===== src/rtl/encoder83_scan_pkg.sv =====
`default_nettype none
// =============================================================================
// encoder_pkg : shared types and helpers for the serialising 8-to-3 encoder
// Revision    : 1.0
// =============================================================================
package encoder_pkg;

    typedef enum logic [0:0] {
        ST_IDLE = 1'b0,
        ST_SCAN = 1'b1
    } state_e;

    // Widest request vector the popcount helper handles.
    localparam int MAX_WIDTH = 64;
    localparam int MAX_IDX_W = 6;

    function automatic int idx_width(input int width);
        return (width < 2) ? 1 : $clog2(width);
    endfunction

    function automatic logic [MAX_IDX_W:0] popcount(input logic [MAX_WIDTH-1:0] vec);
        logic [MAX_IDX_W:0] cnt;
        cnt = '0;
        for (int i = 0; i < MAX_WIDTH; i++) begin
            cnt = cnt + {{MAX_IDX_W{1'b0}}, vec[i]};
        end
        return cnt;
    endfunction

endpackage
`default_nettype wire


===== src/rtl/encoder83_scan_if.sv =====
`default_nettype none
// =============================================================================
// encoder83_scan_if : request-in / index-out handshake bundle
// Revision          : 1.0
// =============================================================================
interface encoder83_scan_if
    import encoder_pkg::*;
#(
    parameter int WIDTH = 8
);
    localparam int IDX_W = idx_width(WIDTH);

    logic             inValid;
    logic             inReady;
    logic [WIDTH-1:0] dataIn;
    logic             polIn;
    logic             outValid;
    logic             outReady;
    logic [IDX_W-1:0] idxOut;
    logic             lastOut;
    logic [IDX_W:0]   remain;
    logic             emptyErr;

    // master: producer of vectors and consumer of indices
    modport master (
        output inValid, dataIn, polIn, outReady,
        input  inReady, outValid, idxOut, lastOut, remain, emptyErr
    );

    modport slave (
        input  inValid, dataIn, polIn, outReady,
        output inReady, outValid, idxOut, lastOut, remain, emptyErr
    );

endinterface
`default_nettype wire


===== src/rtl/encoder83_scan_lowest_bit_enc.sv =====
`default_nettype none
// =============================================================================
// lowest_bit_enc : index of the lowest set bit, plus the vector with it cleared
// Revision       : 1.0
// =============================================================================
module lowest_bit_enc
    import encoder_pkg::*;
#(
    parameter int WIDTH = 8,
    parameter int IDX_W = idx_width(WIDTH)
) (
    input  wire logic [WIDTH-1:0] vec,
    output logic      [IDX_W-1:0] idx,
    output logic                  found,
    output logic      [WIDTH-1:0] vecMinusLowest
);

    // Scan downward so the lowest set bit is the last to write idx.
    always_comb begin
        idx = '0;
        for (int i = WIDTH - 1; i >= 0; i--) begin
            if (vec[i]) begin
                idx = IDX_W'(i);
            end
        end
    end

    assign found          = |vec;
    assign vecMinusLowest = vec & (vec - WIDTH'(1));

endmodule
`default_nettype wire


===== src/rtl/encoder83_scan.sv =====
`default_nettype none
// =============================================================================
// encoder83_scan : captures a multi-hot/multi-cold vector and emits the index
//                  of every active bit, lowest first, one per output beat
// Revision       : 1.0
// =============================================================================
module encoder83_scan
    import encoder_pkg::*;
#(
    parameter int WIDTH = 8
) (
    input wire              clk,
    input wire              rst_n,
    encoder83_scan_if.slave bus
);

    localparam int IDX_W = idx_width(WIDTH);

    state_e           state_q;
    state_e           state_d;
    logic [WIDTH-1:0] pend_q;
    logic [WIDTH-1:0] pend_d;
    logic             empty_err_q;
    logic             empty_err_d;

    logic [WIDTH-1:0] vec_in;
    logic [IDX_W-1:0] low_idx;
    logic             low_found;
    logic [WIDTH-1:0] pend_cleared;
    logic [IDX_W:0]   remain;
    logic             last;

    lowest_bit_enc #(
        .WIDTH (WIDTH),
        .IDX_W (IDX_W)
    ) u_lowest_bit_enc (
        .vec            (pend_q),
        .idx            (low_idx),
        .found          (low_found),
        .vecMinusLowest (pend_cleared)
    );

    assign vec_in = bus.polIn ? ~bus.dataIn : bus.dataIn;
    assign remain = (IDX_W + 1)'(popcount(MAX_WIDTH'(pend_q)));
    assign last   = low_found && (remain == (IDX_W + 1)'(1));

    always_comb begin
        state_d     = state_q;
        pend_d      = pend_q;
        empty_err_d = 1'b0;
        unique case (state_q)
            ST_IDLE: begin
                if (bus.inValid) begin
                    if (vec_in == '0) begin
                        empty_err_d = 1'b1;
                    end else begin
                        pend_d  = vec_in;
                        state_d = ST_SCAN;
                    end
                end
            end
            ST_SCAN: begin
                if (bus.outReady) begin
                    pend_d = pend_cleared;
                    if (last) begin
                        state_d = ST_IDLE;
                    end
                end
            end
            default: begin
                state_d = ST_IDLE;
                pend_d  = '0;
            end
        endcase
    end

    always_ff @(posedge clk or negedge rst_n) begin
        if (!rst_n) begin
            state_q     <= ST_IDLE;
            pend_q      <= '0;
            empty_err_q <= 1'b0;
        end else begin
            state_q     <= state_d;
            pend_q      <= pend_d;
            empty_err_q <= empty_err_d;
        end
    end

    // Outputs come from registers only; pend is zero whenever IDLE.
    assign bus.inReady  = (state_q == ST_IDLE);
    assign bus.outValid = (state_q == ST_SCAN);
    assign bus.idxOut   = low_idx;
    assign bus.lastOut  = last;
    assign bus.remain   = remain;
    assign bus.emptyErr = empty_err_q;

endmodule
`default_nettype wire


===== src/flat_wrapper.sv =====
// flat-port wrapper written by rule: the top's interface ports become plain ports
module encoder83_scan_flat import encoder_pkg::*;
#(
    parameter int WIDTH = 8
)
  (clk, rst_n, bus_inValid, bus_dataIn, bus_polIn, bus_outReady, bus_inReady, bus_outValid, bus_idxOut, bus_lastOut, bus_remain, bus_emptyErr);
  encoder83_scan_if #(.WIDTH(WIDTH)) bus_i ();
  input wire clk;
  input wire rst_n;
  input wire logic [$bits(bus_i.inValid)-1:0] bus_inValid;
  input wire logic [$bits(bus_i.dataIn)-1:0] bus_dataIn;
  input wire logic [$bits(bus_i.polIn)-1:0] bus_polIn;
  input wire logic [$bits(bus_i.outReady)-1:0] bus_outReady;
  output wire logic [$bits(bus_i.inReady)-1:0] bus_inReady;
  output wire logic [$bits(bus_i.outValid)-1:0] bus_outValid;
  output wire logic [$bits(bus_i.idxOut)-1:0] bus_idxOut;
  output wire logic [$bits(bus_i.lastOut)-1:0] bus_lastOut;
  output wire logic [$bits(bus_i.remain)-1:0] bus_remain;
  output wire logic [$bits(bus_i.emptyErr)-1:0] bus_emptyErr;
  assign bus_i.inValid = bus_inValid;
  assign bus_i.dataIn = bus_dataIn;
  assign bus_i.polIn = bus_polIn;
  assign bus_i.outReady = bus_outReady;
  assign bus_inReady = bus_i.inReady;
  assign bus_outValid = bus_i.outValid;
  assign bus_idxOut = bus_i.idxOut;
  assign bus_lastOut = bus_i.lastOut;
  assign bus_remain = bus_i.remain;
  assign bus_emptyErr = bus_i.emptyErr;
  encoder83_scan #(.WIDTH(WIDTH)) u_core (.clk(clk), .rst_n(rst_n), .bus(bus_i));
endmodule

===== config.mk =====
export PLATFORM = sky130hd
export DESIGN_NAME = encoder83_scan_flat
export DESIGN_NICKNAME = d
export VERILOG_FILES = /design/src/rtl/encoder83_scan_pkg.sv /design/src/rtl/encoder83_scan_if.sv /design/src/rtl/encoder83_scan_lowest_bit_enc.sv /design/src/rtl/encoder83_scan.sv /design/src/flat_wrapper.sv
export SDC_FILE = /design/constraint.sdc
export NUM_CORES = 1
export LEC_CHECK = 0
export CAP_MARGIN = 20
export CORE_ASPECT_RATIO = 1.2
export CORE_MARGIN = 5
export CORE_UTILIZATION = 51
export CTS_CLUSTER_DIAMETER = 30
export DETAILED_ROUTE_END_ITERATION = 12
export GPL_TIMING_DRIVEN = 1
export PLACE_DENSITY = 0.9
export SLEW_MARGIN = 20
export SYNTH_ARGS = -nofsm -noshare
export SYNTH_HDL_FRONTEND = slang
export SYNTH_SLANG_ARGS = --single-unit

===== constraint.sdc =====
create_clock -name clk -period 6.3 [get_ports clk]
set_input_delay 1.26 -clock clk [delete_from_list [all_inputs] [get_ports clk]]
set_output_delay 1.26 -clock clk [all_outputs]
set_load 0.01 [all_outputs]

Word-level counts from Yosys, hierarchy flattened
Cells that the tools add are included.
{ "totals": {"ff_bits": 10, "inputBits": 13, "output_inout_bits": 11, "elab_cells": 43} }
{ "classes": {"n_addsub": 8, "n_eq_ne": 4, "mux": 21, "bitwise": 3, "reduce_logical": 4} }
{ "ops": {"columns": ["operator", "count"], "rows": [
  ["8-bit two-way mux", 4],
  ["4-bit by 1-bit adder with 4-bit output", 6],
  ["3-bit two-way mux", 8],
  ["8-bit one-hot mux with 2 select lines", 1],
  ["8-bit bitwise AND", 1],
  ["8-bit zero test", 1],
  ["8-bit NOT", 1],
  ["8-bit OR reduction", 1],
  ["8-bit by 1-bit subtractor with 8-bit output, second input constant", 1],
  ["1-bit two-way mux", 7],
  ["2-bit != test, second input constant", 3],
  ["4-bit by 1-bit equality test with 1-bit output, second input constant", 1],
  ["3-bit AND reduction", 1],
  ["1-bit by 1-bit adder with 2-bit output", 1],
  ["1-bit one-hot mux with 2 select lines", 1],
  ["1-bit logical AND", 1],
  ["1-bit NOT", 1]
]} }

Depth between registers and ports, before layout
{ "logic_depth": {"ltp_word": 12, "ltp_mapped": 13, "depth_no_buf": 13} }

By module
Synthesis repeated with hierarchy kept, for this count alone.
{ "unflattened": {"hier_cells": 114, "hier_area_um2": 1003.5} }
{ "by_module_without_submodules": {"columns": ["mod", "n_inst", "cells_per_inst", "area_each_um2", "seq_area_each_um2"], "rows": [
  ["encoder83_scan", 1, 91, 854.6, 250.2],
  ["lowest_bit_enc", 1, 23, 148.9, 0.0]
]} }

Worst setup path before layout
No wires, ideal clock.
{ "synth_path": {"kind": "reg-to-output", "start": "reg u_core.pend_q[0]", "end": "out bus_lastOut", "arrival_time_ns": 2.934, "required_ns": 5.040, "setup_slack_ns": 2.106, "stages_incl_launch_ff": 13, "path_buffers": 0, "path_cell_list": "dfrtp_1 inv_1 ha_1 inv_1 fa_1 fa_1 inv_1 fa_1 inv_1 fa_1 nand2_1 nor2_1 and3_1"} }
{ "synth_between": {"elab_chain_cells": 9, "elab_cells_between_ends": 10, "cone_classes": "7 x add/sub; 1 x eq/ne; 2 x reduce/logical"} }
{ "synth_lines": {"columns": ["element", "line_no", "source"], "rows": [
  ["start, declared", "encoder83_scan.sv:21", "logic [WIDTH-1:0] pend_q;"],
  ["start signal, assigned", "encoder83_scan.sv:84", "pend_q <= pend_d;"],
  ["1-bit by 1-bit adder with 2-bit output", "encoder83_scan_pkg.sv:25", "cnt = cnt + {{MAX_IDX_W{1'b0}}, vec[i]};"],
  ["4-bit by 1-bit adder with 4-bit output (6 in series)", "encoder83_scan_pkg.sv:25", null],
  ["4-bit by 1-bit equality test with 1-bit output", "encoder83_scan.sv:45", "assign last = low_found && (remain == (IDX_W + 1)'(1));"],
  ["1-bit logical AND *", "encoder83_scan.sv:45", null],
  ["end, declared", "flat_wrapper.sv:17", "output wire logic [$bits(bus_i.lastOut)-1:0] bus_lastOut;"]
]} }
Mark *: on every way between the ends. The rest lies on a longest branch, timed or not.

Final worst setup path
Same ends and word-level chain as after synthesis.

==> impl_results.md <==
- Maxcap violations: 0
- Layout cells sized above 1: 0.07377
- Die area: 0.002729 mm²
- Worst skew pair latency: 270 ps
- Flop pwr share: 0.159
- Nets: 145
- Switching pwr: 0.3732 mW
- Reg clk slew, reported paths: 70 ps
- Clk buf depth: 2
- Antenna Nets Post-Route: 0
- Setup TNS: 0 ps
- Vias per cell: 5.657
- DP HPWL: 1.760 mm
- Final hold violations: 0
- Pre-CTS WS: 1496 ps
- RePlAce Congestion: 0.8968
- Synth Instances: 96
- CTS buffer count: 3
- Hold Buf Count CTS: 0
- CP required: 5040 ps
- Crit Path Class: reg2out
- Largest net degree at the start of global routing: 13
- Sequential share of the synthesized area: 0.2755
- Worst hold path type: reg2reg
- #FFs+latches synth: 10
- Final worst path period share: 0.8101
- Die height: 56.23 µm
- H-tree lvl count: 1
- Storage cell area: 250.2 µm²
- Total wire length: 1.998 mm
- GR Util All Layers: 0.1484
- Number of top-level pins: 24
- Final Max Tran Viols: 0
- Endpoint type of the worst setup path: primary output
- Max stage delay on crit path: 490 ps
- Final worst slack: 1196 ps
- Die Span X: 48.53 µm
- Clk_skew: 7.977 ps
- Mapped cell area: 908.4 µm²
- DR WL/cell: 14.27 µm
- Mean Syn Cell Area: 9.462 µm²
- Comb power frac: 0.775
- Row cnt: 16
- Grt ovf: 0
- Starting Density: 0.5467
- First-pass GRT wire length: 3.229 mm
- Number of port buffers: 23
- Area growth, synth to finish: 31.27%
- Worst setup SP type: register
- RSZ-0062 raised after global routing: false
- Data arrival, critical path: 3840 ps
- # setup viols final: 0
- Sw frac: 0.4331
- Via count: 792
- Yosys cell types: 33
- Filler cells: 133
- Post-CTS Setup Bufs: 0
- Synthesis warning total: 0
- DRC: 0
- Clock power share: 0.066
- Lkg Pwr: 0.5215 nW
- Multi-input gate area: 596.8 µm²
- Number of global-route vias before repair: 790
- CTS tree: yes
- Root Buffer Master: clkbuf_4
- Core ar.: 0.001662 mm²
- Resize count post-CTS: 0
- Min Tclk post-route: 5104 ps
- ANT cells: 0
- Max-slew headroom: 0.6534
- DRT Pass-1 Iters: 4
- Synth top area cells: dfrtp_1 28%, fa_1 8.8%, ha_1 6.9%, xnor2_1 6.7%, mux2i_1 6.6%
- CP cell instances: inv_1 -> ha_1 -> inv_1 -> fa_1 -> fa_1 -> inv_1 -> fa_1 -> inv_1 -> fa_1 -> nand2_1 -> nor2_1 -> and3_1 -> clkdlybuf4s50_1
- CTS Sinks: 10
- Initial antenna violation count: 0
- Initial DRC count: 15
- Synth top area share: 0.2755
- Slowest-stage cell, CP: fa_1
- Internal Power: 0.4884 mW
- Area leader, netlist: dfrtp_1
- Worst-Margin Slew: 518.2 ps
- Cell Pwr Density: 722.6 mW/mm²
- Synthesized netlist net count: 118
- Worst vdd ir: 0.0004046 V
- CP Max Fanout: 7
- FMAX: 195.9 MHz
- Status: complete, no violations
per-stage QoR:
stage / power, mW / hold WS (ps) / util / cell area [µm²] / cells
5_1_grt: 0.9368 / 640.4 / 0.7176 / 1192 / 140
2_1_floorplan: 0.5113 / 551.6 / - / 908.4 / 96
4_1_cts: 0.8745 / 601.6 / 0.7176 / 1192 / 140
6_report: 0.8616 / 603.2 / 0.7176 / 1192 / 140
3_5_place_dp: 0.8135 / 590.1 / 0.6958 / 1156 / 136
3_3_place_gp: 0.7784 / 584.4 / 0.6958 / 1156 / 136
cells by family after synthesis:
group | after synthesis | share of synthesized area
and+or+nand+nor | 27 | 0.1667
DFF | 10 | 0.2755
buffers and inverters | 16 | 0.06748
muxes | 8 | 0.1157
adders and majority gates | 9 | 0.1570
AOI/OAI and AO/OA | 17 | 0.1308
xor gates and xnor gates | 9 | 0.08678
layer usage:
| metal | wire [µm] | global-route usage |
|---|---|---|
| met5 | 0 | 0 |
| met4 | 52 | 0.1000 |
| met3 | 96 | 0.01877 |
| met2 | 1106 | 0.2948 |
| met1 | 743 | 0.1312 |
registers in the layout (all words and copies together) (netlist names):
signal,flops
u_core.bus.outValid,1
u_core.pend_q,8
u_core.bus.emptyErr,1
critical path: cells and delay by family (launching register included):
family | cells | cell delay (ps)
buffers and inverters | 5 | 780
AND/OR/NAND/NOR | 3 | 300
adder cells (fa/ha/maj) | 5 | 2030
flip-flops | 1 | 460
Yosys cell counts (all sizes together):
cell type,count
a211oi,2
a21o,2
a21oi,2
a311oi,1
a31oi,1
a32oi,1
and3,2
and4,1
buf,1
dfrtp,10
fa,4
ha,5
inv,15
mux2i,8
nand2,8
nand3,2
nand3b,1
nand4,2
nor2,4
nor2b,2
nor4,1
o21a,1
o21ai,4
o31ai,2
o41ai,1
or3,1
or4,3
xnor2,7
xor2,2
power by group through the flow:
stage               Clock (mW)  Sequential [mW]  Combinational (mW)
global placement             0            0.134               0.644
global route            0.0602            0.141               0.735
detailed placement           0            0.136               0.677
CTS                     0.0586            0.135               0.681
finish                  0.0570            0.137               0.668
floorplan                    0            0.127               0.385
worst paths after layout:
| path | end | cells past startpoint | slack, ps | startpoint |
|---|---|---|---|---|
| setup / recovery | bus_lastOut | 13 | 1200 | u_core.pend_q[0] |
| hold / removal | u_core.pend_q[6] | 2 | 600 | u_core.pend_q[6] |
| setup reg to reg | u_core.bus.outValid | 13 | 2910 | u_core.pend_q[0] |
| hold reg to reg | u_core.pend_q[6] | 2 | 600 | u_core.pend_q[6] |
| max in group asynchronous | u_core.pend_q[6] | 1 | 4680 | rst_n |
| min in group asynchronous | u_core.pend_q[7] | 1 | 1300 | rst_n |
layout make-up:
type                       instances  area share
timing repair buffer              23      0.1931
sequential                        10      0.2099
clock buffer                       4     0.03043
inverter                          15     0.04722
multi-input combinational         70      0.5005
tap                               18     0.01889
cell usage in the layout, fill, tap and decap left out:
cell	instances
nand3_1	2
and4_1	1
and3_1	2
xnor2_1	7
a21oi_2	1
nand3b_1	1
mux2i_4	2
or4_4	2
clkbuf_8	1
inv_1	15
a31oi_1	1
a32oi_1	1
a21oi_1	1
nor2_1	4
dfrtp_1	10
a311oi_1	1
or4_1	1
nand4_1	2
nand2_1	8
o21a_1	1
nor4_1	1
nor2b_1	2
o41ai_1	1
xor2_1	2
clkdlybuf4s50_1	23
o31ai_1	2
or3_1	1
fa_1	4
ha_1	5
clkbuf_4	3
o21ai_1	2
a21o_1	2
a211oi_1	2
o21ai_0	2
mux2i_1	6
No activity file was read; power rests on OpenSTA's default activity.
